### src/rtl/net_link_controller.sv
// net_link_controller: serial link between the processor's network
// send/receive instructions and the Arduino. The transmitter sends
// {data, dest} as one UART-style frame; the receiver deserialises 32-bit
// words into a single-entry holding register.
module net_link_controller #(
    parameter int unsigned CLK_DIV = 16,
    parameter int unsigned DEST_W  = 8
) (
    input  logic        clock,
    input  logic        reset,
    input  logic        flagSend,
    input  logic        flagReceive,
    input  logic [31:0] netDest,
    input  logic [31:0] netData,
    input  logic        rxLine,
    output logic        txLine,
    output logic [31:0] netDataArduino,
    output logic        txBusy,
    output logic        rxValid,
    output logic        rxOverrun,
    output logic        rxFrameErr,
    output logic        txDrop
);

    localparam int unsigned TX_W = DEST_W + 32;
    localparam int unsigned PH_W = (CLK_DIV > 1) ? $clog2(CLK_DIV) : 1;
    localparam int unsigned TB_W = $clog2(TX_W);

    localparam logic [PH_W-1:0] PH_LAST  = PH_W'(CLK_DIV - 1);
    localparam logic [PH_W-1:0] PH_MID   = PH_W'(CLK_DIV / 2);
    localparam logic [TB_W-1:0] TXB_LAST = TB_W'(TX_W - 1);
    localparam logic [4:0]      RXB_LAST = 5'd31;

    localparam logic [1:0] S_IDLE  = 2'd0;
    localparam logic [1:0] S_START = 2'd1;
    localparam logic [1:0] S_DATA  = 2'd2;
    localparam logic [1:0] S_STOP  = 2'd3;

    // Only the low DEST_W bits of the destination go on the wire.
    if (DEST_W < 32) begin : g_dest_unused
        logic unused_dest_hi;
        assign unused_dest_hi = ^netDest[31:DEST_W];
    end

    // ---------------- transmitter ----------------
    logic [1:0]      tx_state_q, tx_state_d;
    logic [PH_W-1:0] tx_phase_q, tx_phase_d;
    logic [TB_W-1:0] tx_bit_q,   tx_bit_d;
    logic [TX_W-1:0] tx_shift_q, tx_shift_d;
    logic            tx_line_q,  tx_line_d;
    logic            tx_busy_q,  tx_busy_d;
    logic            tx_drop_q,  tx_drop_d;

    // TX next state: frame sequencing, bit timing and drop detection
    always_comb begin
        tx_state_d = tx_state_q;
        tx_phase_d = tx_phase_q;
        tx_bit_d   = tx_bit_q;
        tx_shift_d = tx_shift_q;
        tx_line_d  = tx_line_q;
        tx_busy_d  = tx_busy_q;
        tx_drop_d  = flagSend && (tx_state_q != S_IDLE);
        case (tx_state_q)
            S_IDLE: begin
                if (flagSend) begin
                    tx_shift_d = {netData, netDest[DEST_W-1:0]};
                    tx_state_d = S_START;
                    tx_phase_d = '0;
                    tx_line_d  = 1'b0;
                    tx_busy_d  = 1'b1;
                end
            end
            S_START: begin
                if (tx_phase_q == PH_LAST) begin
                    tx_state_d = S_DATA;
                    tx_phase_d = '0;
                    tx_bit_d   = '0;
                    tx_line_d  = tx_shift_q[0];
                end else begin
                    tx_phase_d = tx_phase_q + PH_W'(1);
                end
            end
            S_DATA: begin
                if (tx_phase_q == PH_LAST) begin
                    tx_phase_d = '0;
                    if (tx_bit_q == TXB_LAST) begin
                        tx_state_d = S_STOP;
                        tx_line_d  = 1'b1;
                    end else begin
                        // bit 0 of the shifter is the bit on the line
                        tx_bit_d   = tx_bit_q + TB_W'(1);
                        tx_shift_d = tx_shift_q >> 1;
                        tx_line_d  = tx_shift_q[1];
                    end
                end else begin
                    tx_phase_d = tx_phase_q + PH_W'(1);
                end
            end
            S_STOP: begin
                if (tx_phase_q == PH_LAST) begin
                    tx_state_d = S_IDLE;
                    tx_phase_d = '0;
                    tx_busy_d  = 1'b0;
                end else begin
                    tx_phase_d = tx_phase_q + PH_W'(1);
                end
            end
            default: tx_state_d = S_IDLE;
        endcase
    end

    // TX registers with synchronous reset
    always_ff @(posedge clock) begin
        if (reset) begin
            tx_state_q <= S_IDLE;
            tx_phase_q <= '0;
            tx_bit_q   <= '0;
            tx_shift_q <= '0;
            tx_line_q  <= 1'b1;
            tx_busy_q  <= 1'b0;
            tx_drop_q  <= 1'b0;
        end else begin
            tx_state_q <= tx_state_d;
            tx_phase_q <= tx_phase_d;
            tx_bit_q   <= tx_bit_d;
            tx_shift_q <= tx_shift_d;
            tx_line_q  <= tx_line_d;
            tx_busy_q  <= tx_busy_d;
            tx_drop_q  <= tx_drop_d;
        end
    end

    // ---------------- receiver ----------------
    logic            rx_meta_q, rx_sync_q, rx_prev_q;
    logic [1:0]      rx_state_q, rx_state_d;
    logic [PH_W-1:0] rx_phase_q, rx_phase_d;
    logic [4:0]      rx_bit_q,   rx_bit_d;
    logic [31:0]     rx_shift_q, rx_shift_d;
    logic [31:0]     rx_data_q,  rx_data_d;
    logic            rx_valid_q, rx_valid_d;
    logic            rx_ovr_q,   rx_ovr_d;
    logic            rx_ferr_q,  rx_ferr_d;

    // RX next state: start detection, mid-bit sampling, commit and read-out
    always_comb begin
        rx_state_d = rx_state_q;
        rx_phase_d = rx_phase_q;
        rx_bit_d   = rx_bit_q;
        rx_shift_d = rx_shift_q;
        rx_data_d  = rx_data_q;
        rx_valid_d = rx_valid_q && !flagReceive;
        rx_ovr_d   = rx_ovr_q;
        rx_ferr_d  = 1'b0;
        case (rx_state_q)
            S_IDLE: begin
                if (rx_prev_q && !rx_sync_q) begin
                    rx_state_d = S_START;
                    rx_phase_d = '0;
                end
            end
            S_START: begin
                if (rx_phase_q == PH_MID) begin
                    rx_phase_d = '0;
                    rx_bit_d   = '0;
                    rx_state_d = rx_sync_q ? S_IDLE : S_DATA;
                end else begin
                    rx_phase_d = rx_phase_q + PH_W'(1);
                end
            end
            S_DATA: begin
                if (rx_phase_q == PH_LAST) begin
                    rx_phase_d = '0;
                    rx_shift_d = {rx_sync_q, rx_shift_q[31:1]};
                    rx_bit_d   = rx_bit_q + 5'd1;
                    if (rx_bit_q == RXB_LAST) begin
                        rx_state_d = S_STOP;
                    end
                end else begin
                    rx_phase_d = rx_phase_q + PH_W'(1);
                end
            end
            S_STOP: begin
                if (rx_phase_q == PH_LAST) begin
                    rx_state_d = S_IDLE;
                    rx_phase_d = '0;
                    if (rx_sync_q) begin
                        // a read in the same cycle consumes the old word, so no overrun
                        rx_data_d  = rx_shift_q;
                        rx_valid_d = 1'b1;
                        if (rx_valid_q && !flagReceive) begin
                            rx_ovr_d = 1'b1;
                        end
                    end else begin
                        rx_ferr_d = 1'b1;
                    end
                end else begin
                    rx_phase_d = rx_phase_q + PH_W'(1);
                end
            end
            default: rx_state_d = S_IDLE;
        endcase
    end

    // RX registers, including the two-flop input synchroniser
    always_ff @(posedge clock) begin
        if (reset) begin
            rx_meta_q  <= 1'b1;
            rx_sync_q  <= 1'b1;
            rx_prev_q  <= 1'b1;
            rx_state_q <= S_IDLE;
            rx_phase_q <= '0;
            rx_bit_q   <= '0;
            rx_shift_q <= '0;
            rx_data_q  <= '0;
            rx_valid_q <= 1'b0;
            rx_ovr_q   <= 1'b0;
            rx_ferr_q  <= 1'b0;
        end else begin
            rx_meta_q  <= rxLine;
            rx_sync_q  <= rx_meta_q;
            rx_prev_q  <= rx_sync_q;
            rx_state_q <= rx_state_d;
            rx_phase_q <= rx_phase_d;
            rx_bit_q   <= rx_bit_d;
            rx_shift_q <= rx_shift_d;
            rx_data_q  <= rx_data_d;
            rx_valid_q <= rx_valid_d;
            rx_ovr_q   <= rx_ovr_d;
            rx_ferr_q  <= rx_ferr_d;
        end
    end

    assign txLine         = tx_line_q;
    assign txBusy         = tx_busy_q;
    assign txDrop         = tx_drop_q;
    assign netDataArduino = rx_data_q;
    assign rxValid        = rx_valid_q;
    assign rxOverrun      = rx_ovr_q;
    assign rxFrameErr     = rx_ferr_q;

endmodule

### config.mk
export PLATFORM = sky130hd
export DESIGN_NAME = net_link_controller
export DESIGN_NICKNAME = d
export VERILOG_FILES = /design/src/rtl/net_link_controller.sv
export SDC_FILE = /design/constraint.sdc
export NUM_CORES = 1
export LEC_CHECK = 0
export ABC_AREA = 1
export BUFFER_PORTS_ARGS = -buffer_cell sky130_fd_sc_hd__buf_2
export CELL_PAD_IN_SITES_DETAIL_PLACEMENT = 1
export CELL_PAD_IN_SITES_GLOBAL_PLACEMENT = 1
export CORE_AREA = 3 3 125 127
export CTS_CLUSTER_SIZE = 30
export DETAILED_ROUTE_END_ITERATION = 10
export DIE_AREA = 0 0 128 130
export PLACE_DENSITY = 0.87
export SYNTH_ARGS = -nofsm -noshare
export SYNTH_HDL_FRONTEND = slang
export SYNTH_SLANG_ARGS = --single-unit
### constraint.sdc
create_clock -name clock -period 2.2 [get_ports clock]
set_input_delay 0.22 -clock clock [delete_from_list [all_inputs] [get_ports clock]]
set_output_delay 0.22 -clock clock [all_outputs]
set_load 0.05 [all_outputs]
# ---- Word-level counts from Yosys, hierarchy flattened
# Cells that the tools add are included.
dict set report op_classes {
  add_sub_neg 4
  mul 0
  div_mod_pow 0
  n_lt_le_gt_ge 0
  n_eq_ne 22
  shifts 0
  mux 43
  n_bitwise 2
  reduce_logical 26
}
# operator count
set op_table {}
lappend op_table {{$mux W40} 3}
lappend op_table {{$pmux W40 S2} 1}
lappend op_table {{$mux W2} 11}
lappend op_table {{$ne A2 B2 Y1 const B} 11}
lappend op_table {{$mux W4} 5}
lappend op_table {{$mux W6} 3}
lappend op_table {{$pmux W2 S4} 2}
lappend op_table {{$reduce_and A4 Y1} 4}
lappend op_table {{$eq A4 B4 Y1 const B} 3}
lappend op_table {{$pmux W4 S3} 1}
lappend op_table {{$pmux W6 S2} 1}
lappend op_table {{$mux W1} 10}
lappend op_table {{$mux W5} 2}
lappend op_table {{$pmux W5 S2} 1}
lappend op_table {{$reduce_and A5 Y1} 2}
lappend op_table {{$reduce_bool A2 Y1} 5}
lappend op_table {{$reduce_and A3 Y1} 3}
lappend op_table {{$add A4 B1 Y4 const B} 2}
lappend op_table {{$eq A2 B2 Y1 const B} 4}
lappend op_table {{$pmux W4 S2} 1}
lappend op_table {{$add A6 B1 Y6 const B} 1}
lappend op_table {{$eq A6 B6 Y1 const B} 1}
lappend op_table {{$reduce_or A3 Y1} 2}
lappend op_table {{$add A5 B1 Y5 const B} 1}
lappend op_table {{11 further kinds} 17}
dict set report totals {
  ff_bits 136
  latch_bits 0
  mem_bits_rw 0
  romBits 0
  input_bits 69
  out_inout_bits 38
  word_cells 115
  n_memories 0
}

# ---- Logic depth before layout (Yosys ltp)
# Gate-level depths: netlist (run 1).
dict set report depth {
  ltp_word 5
  ltp_mapped 10
  ltp_nobuf 10
}

# ---- Worst setup path before layout (run 1)
# No wires, ideal clock.
dict set report synth_timing {
  path_kind {register to register}
  from {register tx_state_q[0]}
  to {register tx_line_q (netlist: txLine)}
  setup_ns 0.133
  arrival_time_ns 1.438
  required_ns 2.067
  path_slack_ns 0.629
  path_stages_with_launch 10
  path_buffers 3
  synth_period_minus_slack_ns 1.571
  path_cell_list {dfxtp_1 inv_1 ha_1 buf_4 nand4_1 buf_2 buf_2 nand3_1 nand3_1 nand3_1}
}
dict set report synth_between {
  elab_chain_len 3
  elab_cells_between_ends 9
  classes_between {eq/ne (5); mux (1); reduce/logical (3)}
}
# item line
set synth_rtl {}
lappend synth_rtl {{from (decl)} 46} ;# logic [1:0] tx_state_q, tx_state_d;
lappend synth_rtl {{from (signal assigned)} 123} ;# tx_state_q <= tx_state_d;
lappend synth_rtl {{$eq A2 B1 Y1 (tied with other cells)} 63} ;# case (tx_state_q)
lappend synth_rtl {{$ne A2 B2 Y1 (no line) or $reduce_bool A3 Y1 (tied branches)} -}
lappend synth_rtl {{$reduce_and A4 Y1 (no line)} -}
lappend synth_rtl {{to (signal assigned)} 127} ;# tx_line_q <= tx_line_d;
lappend synth_rtl {{to (decl)} 50} ;# logic tx_line_q, tx_line_d;
# Several ways; a longest one is shown, not always the timed one.
# A chain may end at the register's enable or synchronous reset.

# ---- Final worst setup path (run 1)
dict set report layout_timing {
  from {register tx_state_q[0]}
  to {register tx_shift_q[28]}
}
dict set report layout_between {
  elab_chain_len 3
  elab_cells_between_ends 8
  classes_between {eq/ne (4); mux (1); reduce/logical (3)}
}
# item line
set layout_rtl {}
lappend layout_rtl {{$eq A2 B2 Y1 or $logic_not A2 Y1 (tied branches)} 63}
lappend layout_rtl {{$ne A2 B2 Y1 (no line) or $reduce_bool A2 Y1 (tied branches)} -}
lappend layout_rtl {{$reduce_and A4 Y1 (no line)} -}
lappend layout_rtl {{to (signal assigned)} 126} ;# tx_shift_q <= tx_shift_d;
lappend layout_rtl {{to (decl)} 49} ;# logic [TX_W-1:0] tx_shift_q, tx_shift_d;
# Several ways; a longest one is shown, not always the timed one.

==> results.json, run 1 <==
{
  "outcome": "complete, no violations",
  "ios": 107,
  "comb_power_share_pct": 30.8,
  "hpwlAfterDp_microns": 9330,
  "yosysWarnings": 0,
  "synth_xor_area_share_pct": 0.292,
  "grt_pass1_vias": 5164,
  "dominantRegCellSynth": "dfxtp_1",
  "yosys.cell_types.count": 33,
  "synth_compound_area_share_pct": 12.2,
  "dieArea_sq_mm": 0.0166,
  "die_h_microns": 130,
  "clk_path_buf_depth": 2,
  "power_mw": 8.35,
  "cts.clk_slew.worst_paths_ns": 0.06,
  "synthesis.nets": 853,
  "drive_gt1_share_pct": 19.4,
  "hold_class": "input port to register",
  "post_drt_wl_per_cell_microns": 14.3,
  "power_frac_seq_pct": 36.8,
  "peakVddDrop_uv": 746,
  "critPathKind": "register to register",
  "synth_top_family_by_area": "simple AND/OR/NAND/NOR gates",
  "cts_buffers": 17,
  "place.port_buffers": 82,
  "p_clk_share_pct": 32.5,
  "power.switching_mw": 2.87,
  "core-area_sq_mm": 0.0145,
  "slew_headroom_pct": 57.0,
  "slew_viol_final": 0,
  "synth_top_cell_by_area": "dfxtp_1",
  "yosysTopAreaCellShare_pct": 45.4,
  "ys_ff_latch": 136,
  "rsz0062_at_grt": "false",
  "cp_data_required_time_ns": 2.50,
  "start_util_pct": 41.3,
  "power_leakage_nw": 3.14,
  "cts_tree": "built",
  "htreeDepth": 4,
  "arrival_ns": 2.22,
  "synth_edf_count": 0,
  "path_max_fanout": 80,
  "yosys-top-cells-count": "nor2_1 (179), dfxtp_1 (136), nand2_1 (91)",
  "min_period_ns": 1.92,
  "setup_tns_ns": 0,
  "clk_latency_ns": 0.42,
  "setup_viol": 0,
  "power_density_mw_per_mm2": 1190,
  "avgSynthCellArea_sq_um": 7.76,
  "die_w_microns": 128,
  "finalClockSkew_ns": 0.00837,
  "cts_setup_buffers": 0,
  "grt_usage_pct": 17.9,
  "worst_slew_pin_slew_ns": 0.640,
  "grt_max_degree": 83,
  "ant_nets": 0,
  "viasPerCell": 5.04,
  "synth.most_common_cell": "nor2_1",
  "antenna_found_initial": 0,
  "period_share_pct": 87.4,
  "finalHoldViolations": 0,
  "drv_cap": 0,
  "switching_share_pct": 34.3,
  "cts_sinks": 136,
  "synth_simple_gate_area_share_pct": 26.2,
  "internal-power_mw": 5.48,
  "cts_root_buffer": "clkbuf_16",
  "drtIter0Drc": 236,
  "cts-resized-gates": 0,
  "gp_congestion": 0.777,
  "nets": 918,
  "async_reset_ff_share_pct": 0,
  "ys_top_cells_by_area": "dfxtp_1 (45%), nor2_1 (11%), mux2i_1 (6.3%)",
  "routed_wl_microns": 14800,
  "grt_first_pass_wirelength_microns": 24300,
  "synthCells": 773,
  "fmax_mhz": 520,
  "dr.pass1.iters": 5,
  "num_vias": 5220,
  "syn_area_sq_mm": 0.00600,
  "drc": 0,
  "syn2layout_area_growth_pct": 17.1,
  "rows": 44,
  "grt.overflow.total": 0,
  "ys_seq_area_share_pct": 45.4,
  "ctsHoldBuffers": 1,
  "start_kind": "register",
  "synth_fa_ha_area_share_pct": 2.29,
  "crit_path_end_kind": "register",
  "synthMuxAreaShare_pct": 6.34
}
[per-layer routing]
metal | up-vias | global-route usage (%) | part of all wire (%)
met2 | 71 | 30.8 | 49
li1 | 2665 | - | -
met5 | - | 0 | 0
met3 | 20 | 3.77 | 3.2
met1 | 2464 | 21.9 | 46
met4 | 0 | 7.49 | 1.7
[area by class of cell]
class	count	area, sq um
diodes	1	2.50
clock buffers	20	467
clock inverters	12	101
fillers	1838	7500
inverters	34	131
multi-input cells	555	2850
flip-flops and latches	136	2720
well taps	184	230
repair buffers	94	528
[power groups by stage]
stage               registers (mW)  clock network, mW  logic, mW
global route                  3.10               2.89       2.91
global placement              3.09                  0       2.46
floorplan                     3.12                  0       2.16
finish                        3.07               2.71       2.57
detailed placement            3.12                  0       2.55
CTS                           3.07               2.77       2.59
[cells by family (layout without fill, tap and decap cells)]
kind of cell	after synthesis	after routing
flip-flops	136	136
other	0	1
AO/OA/AOI/OAI	141	141
AND/OR/NAND/NOR	363	363
buffers and inverters	82	160
adder cells (fa/ha/maj)	11	11
multiplexers	38	38
XOR/XNOR	2	2
[final timing paths]
kind,cells after the start,slack (ns),end,from
max,9,0.28,tx_shift_q[28],tx_state_q[0]
min,3,0.06,txDrop,flagSend
max reg2reg,9,0.28,tx_shift_q[28],tx_state_q[0]
min reg2reg,1,0.42,rx_sync_q,rx_meta_q
[cells in the final DEF, fill, tap and decap left out, types with 3 or more instances in the layout]
cell | Yosys | layout
nor2_1 | 179 | 179
dfxtp_1 | 136 | 136
nand2_1 | 91 | 91
buf_2 | 11 | 82
o21ai_0 | 74 | 74
a21oi_1 | 60 | 60
nand3_1 | 54 | 54
mux2i_1 | 38 | 38
inv_1 | 29 | 28
nor2_2 | 21 | 21
clkbuf_16 | 0 | 17
ha_1 | 11 | 10
buf_4 | 13 | 9
clkinv_2 | 1 | 7
nand4_1 | 5 | 5
inv_2 | 3 | 4
nand3_2 | 3 | 3
clkbuf_8 | 0 | 3
clkinv_4 | 0 | 3
[flip-flops by register name, summed over array words and instances (netlist names), named ones only]
| register | flops |
|---|---|
| tx_shift_q | 40 |
| txDrop | 1 |
| rx_shift_q | 32 |
| txLine | 1 |
| rxValid | 1 |
| rxOverrun | 1 |
| rxFrameErr | 1 |
| rx_phase_q | 4 |
| rx_prev_q | 1 |
| tx_bit_q | 6 |
| rx_state_q | 1 |
| rx_sync_q | 1 |
| txBusy | 1 |
| tx_phase_q | 4 |
| rx_bit_q | 5 |
| tx_state_q | 2 |
| rx_meta_q | 1 |
| netDataArduino | 32 |
[metrics by stage]
stage | instances | util, % | setup WS (ns) | cell area, sq um | hold WS (ns)
floorplan | 773 | - | 0.629 | 6000 | 0.324
global placement | 1002 | 44.4 | 0.367 | 6450 | 0.396
detailed placement | 1002 | 44.4 | 0.335 | 6450 | 0.406
CTS | 1035 | 48.4 | 0.280 | 7030 | 0.0432
global route | 1035 | 48.4 | 0.119 | 7030 | 0.0744
finish | 1036 | 48.4 | 0.277 | 7030 | 0.0621
[worst max-delay path, cell delays in order (launching register included)]
cell     delay (ns)
dfxtp_1        0.37
inv_1          0.11
ha_1           0.27
nand2_1        0.20
nand2_2        0.14
nor2_8         0.11
buf_12         0.30
nand3_1        0.13
nand2_1        0.08
nor2_1         0.06
Power figures use the tool's default switching activity.
==> run 2: changes to the inputs <==
- PLACE_DENSITY: 0.87 -> not set
- PLACE_DENSITY_LB_ADDON: not set -> 0.1
==> run 2 against run 1 <==
Net effect:
- global-route usage fell by 0.30 points
- via count fell by 0.13%
- fmax is 0.56% higher
- core utilization up 0.52 points
- first-iteration DRC count shrank 17%
- hold slack got worse by 0.013 ns
- critical endpoint is now tx_shift_q[15]
==> results.json, run 2 (synthesis results as in run 1) <==
{
  "htreeDepth": 4,
  "post_drt_wl_per_cell_microns": 13.6,
  "grt-busiest-layer": "met2",
  "cp_cell_sequence": "inv_1 > ha_1 > nand2_1 > nand2_2 > nor2_8 > buf_12 > nand3_1 > nand2_1 > nor2_1",
  "worstSetupPathDepth": 9,
  "hpwlAfterDp_microns": 9360,
  "start_kind": "register",
  "dr.pass1.iters": 6,
  "worst_slew_pin_slew_ns": 0.707,
  "crit_path_max_incr_delay_ns": 0.37,
  "cpMostUsedCell": "nand2_1",
  "path_buf_inv": 2,
  "top_register": "tx_shift_q",
  "min_period_ns": 1.91,
  "drv_cap": 0,
  "syn2layout_area_growth_pct": 18.4,
  "grt.overflow.total": 0,
  "cts.clk_slew.worst_paths_ns": 0.06,
  "finalClockSkew_ns": 0.00659,
  "r2r_end": "tx_shift_q[15]",
  "clk_latency_ns": 0.41,
  "final_util_pct": 48.9,
  "num_vias": 5213,
  "crit_path_end_kind": "register",
  "path_max_fanout": 28,
  "layout_commonest_cell": "nor2_1",
  "power.switching_mw": 2.85,
  "finalHoldViolations": 0,
  "rows": 44,
  "setup_viol": 0,
  "comb_power_share_pct": 31.5,
  "slew_viol_final": 0,
  "hold_class": "input port to register",
  "grtUsageMet1_pct": 20.5,
  "slew_headroom_pct": 52.6,
  "dieArea_sq_mm": 0.0166,
  "grt_usage_pct": 17.6,
  "grt_max_degree": 70,
  "viasPerCell": 5.03,
  "fmax_mhz": 523,
  "clk_path_buf_depth": 2,
  "outcome": "complete, no violations",
  "setup_tns_ns": 0,
  "r2r_slack_ns": 0.29,
  "timing.rr.start": "tx_state_q[1]",
  "power_density_mw_per_mm2": 1210,
  "core-area_sq_mm": 0.0145,
  "grt_pass1_vias": 5385,
  "critPathKind": "register to register",
  "drtIter0Drc": 196,
  "gp_congestion": 0.741,
  "cts_tree": "built",
  "drive_gt1_share_pct": 19.5,
  "drc": 0,
  "cp_slowest_cell": "dfxtp_1",
  "place.port_buffers": 82,
  "critical_path.top_delay_family": "simple AND/OR/NAND/NOR gates",
  "power_leakage_nw": 3.16,
  "switching_share_pct": 33.2,
  "ant_nets": 0,
  "arrival_ns": 2.22,
  "num_antenna_cells": 0,
  "cts_sinks": 136,
  "power_frac_seq_pct": 35.6,
  "internal-power_mw": 5.74,
  "grt_first_pass_wirelength_microns": 24200,
  "cts_buffers": 17,
  "cts_root_buffer": "clkbuf_16",
  "p_clk_share_pct": 32.9,
  "rsz0062_at_grt": "false",
  "hold_path_end": "txDrop",
  "hp-start": "flagSend",
  "antenna_found_initial": 0,
  "die_w_microns": 128,
  "cp_data_required_time_ns": 2.51,
  "nets": 920,
  "grt_use_met2_pct": 31.8,
  "largest_reg_flops": 40,
  "r2r_cells": 9,
  "hold_depth": 3,
  "grt_use_met3_pct": 3.52,
  "die_h_microns": 130,
  "routed_wl_microns": 14100,
  "peakVddDrop_uv": 540,
  "ios": 107,
  "final_cell_mix": "nor2_1 (179), dfxtp_1 (136), nand2_1 (91)",
  "start_util_pct": 41.3,
  "period_share_pct": 86.9,
  "cts-resized-gates": 0
}
[run 2: final cells by class]
class	instances	area [sq um]
Clock buffer	21	470
Clock inverter	11	123
Fill cell	1804	7430
Inverter	34	131
Multi-Input combinational cell	555	2850
Sequential cell	136	2720
Tap cell	184	230
Timing Repair Buffer	96	581
[run 2: worst max-delay path by stage]
stage                       start              to  slack, ns
floorplan           tx_state_q[0]          txLine       0.63
global placement    tx_state_q[0]  tx_shift_q[15]       0.34
detailed placement  tx_state_q[0]   tx_shift_q[8]       0.28
CTS                 tx_state_q[1]  tx_shift_q[15]       0.26
global route        tx_state_q[0]  tx_shift_q[15]       0.13
finish              tx_state_q[1]  tx_shift_q[15]       0.29
[run 2: metrics by stage]
stage	area [sq um]	std cells	worst slack (ns)	hold slack, ns	power [mW]
floorplan	6000	773	0.629	0.324	5.28
global placement	6500	1004	0.344	0.402	5.70
detailed placement	6500	1004	0.282	0.401	5.84
CTS	7110	1037	0.255	0.0289	8.72
global route	7110	1037	0.128	0.0500	9.21
finish	7110	1037	0.288	0.0490	8.59
[run 2: power groups by stage]
stage | Combinational, mW | Clock, mW | Sequential, mW
6_report | 2.70 | 2.82 | 3.06
5_1_grt | 3.10 | 3.00 | 3.11
4_1_cts | 2.76 | 2.90 | 3.06
3_5_place_dp | 2.73 | 0 | 3.11
3_3_place_gp | 2.61 | 0 | 3.09
2_1_floorplan | 2.16 | 0 | 3.12
[run 2: repair_timing]
action,in CTS,in global routing
setup buffers,0,0
hold buffers,1,0
endpoints found under the hold margin,1,0
[run 2: routing by layer]
metal	up-vias	wire length [microns]
met2	70	7050
met5	-	0
li1	2666	-
met4	0	216
met1	2461	6430
met3	16	453
[run 2: tightest hold or removal path, cell delays in order]
cell and delay (ns):
buf_2 0.09, inv_1 0.06, nor3_1 0.04
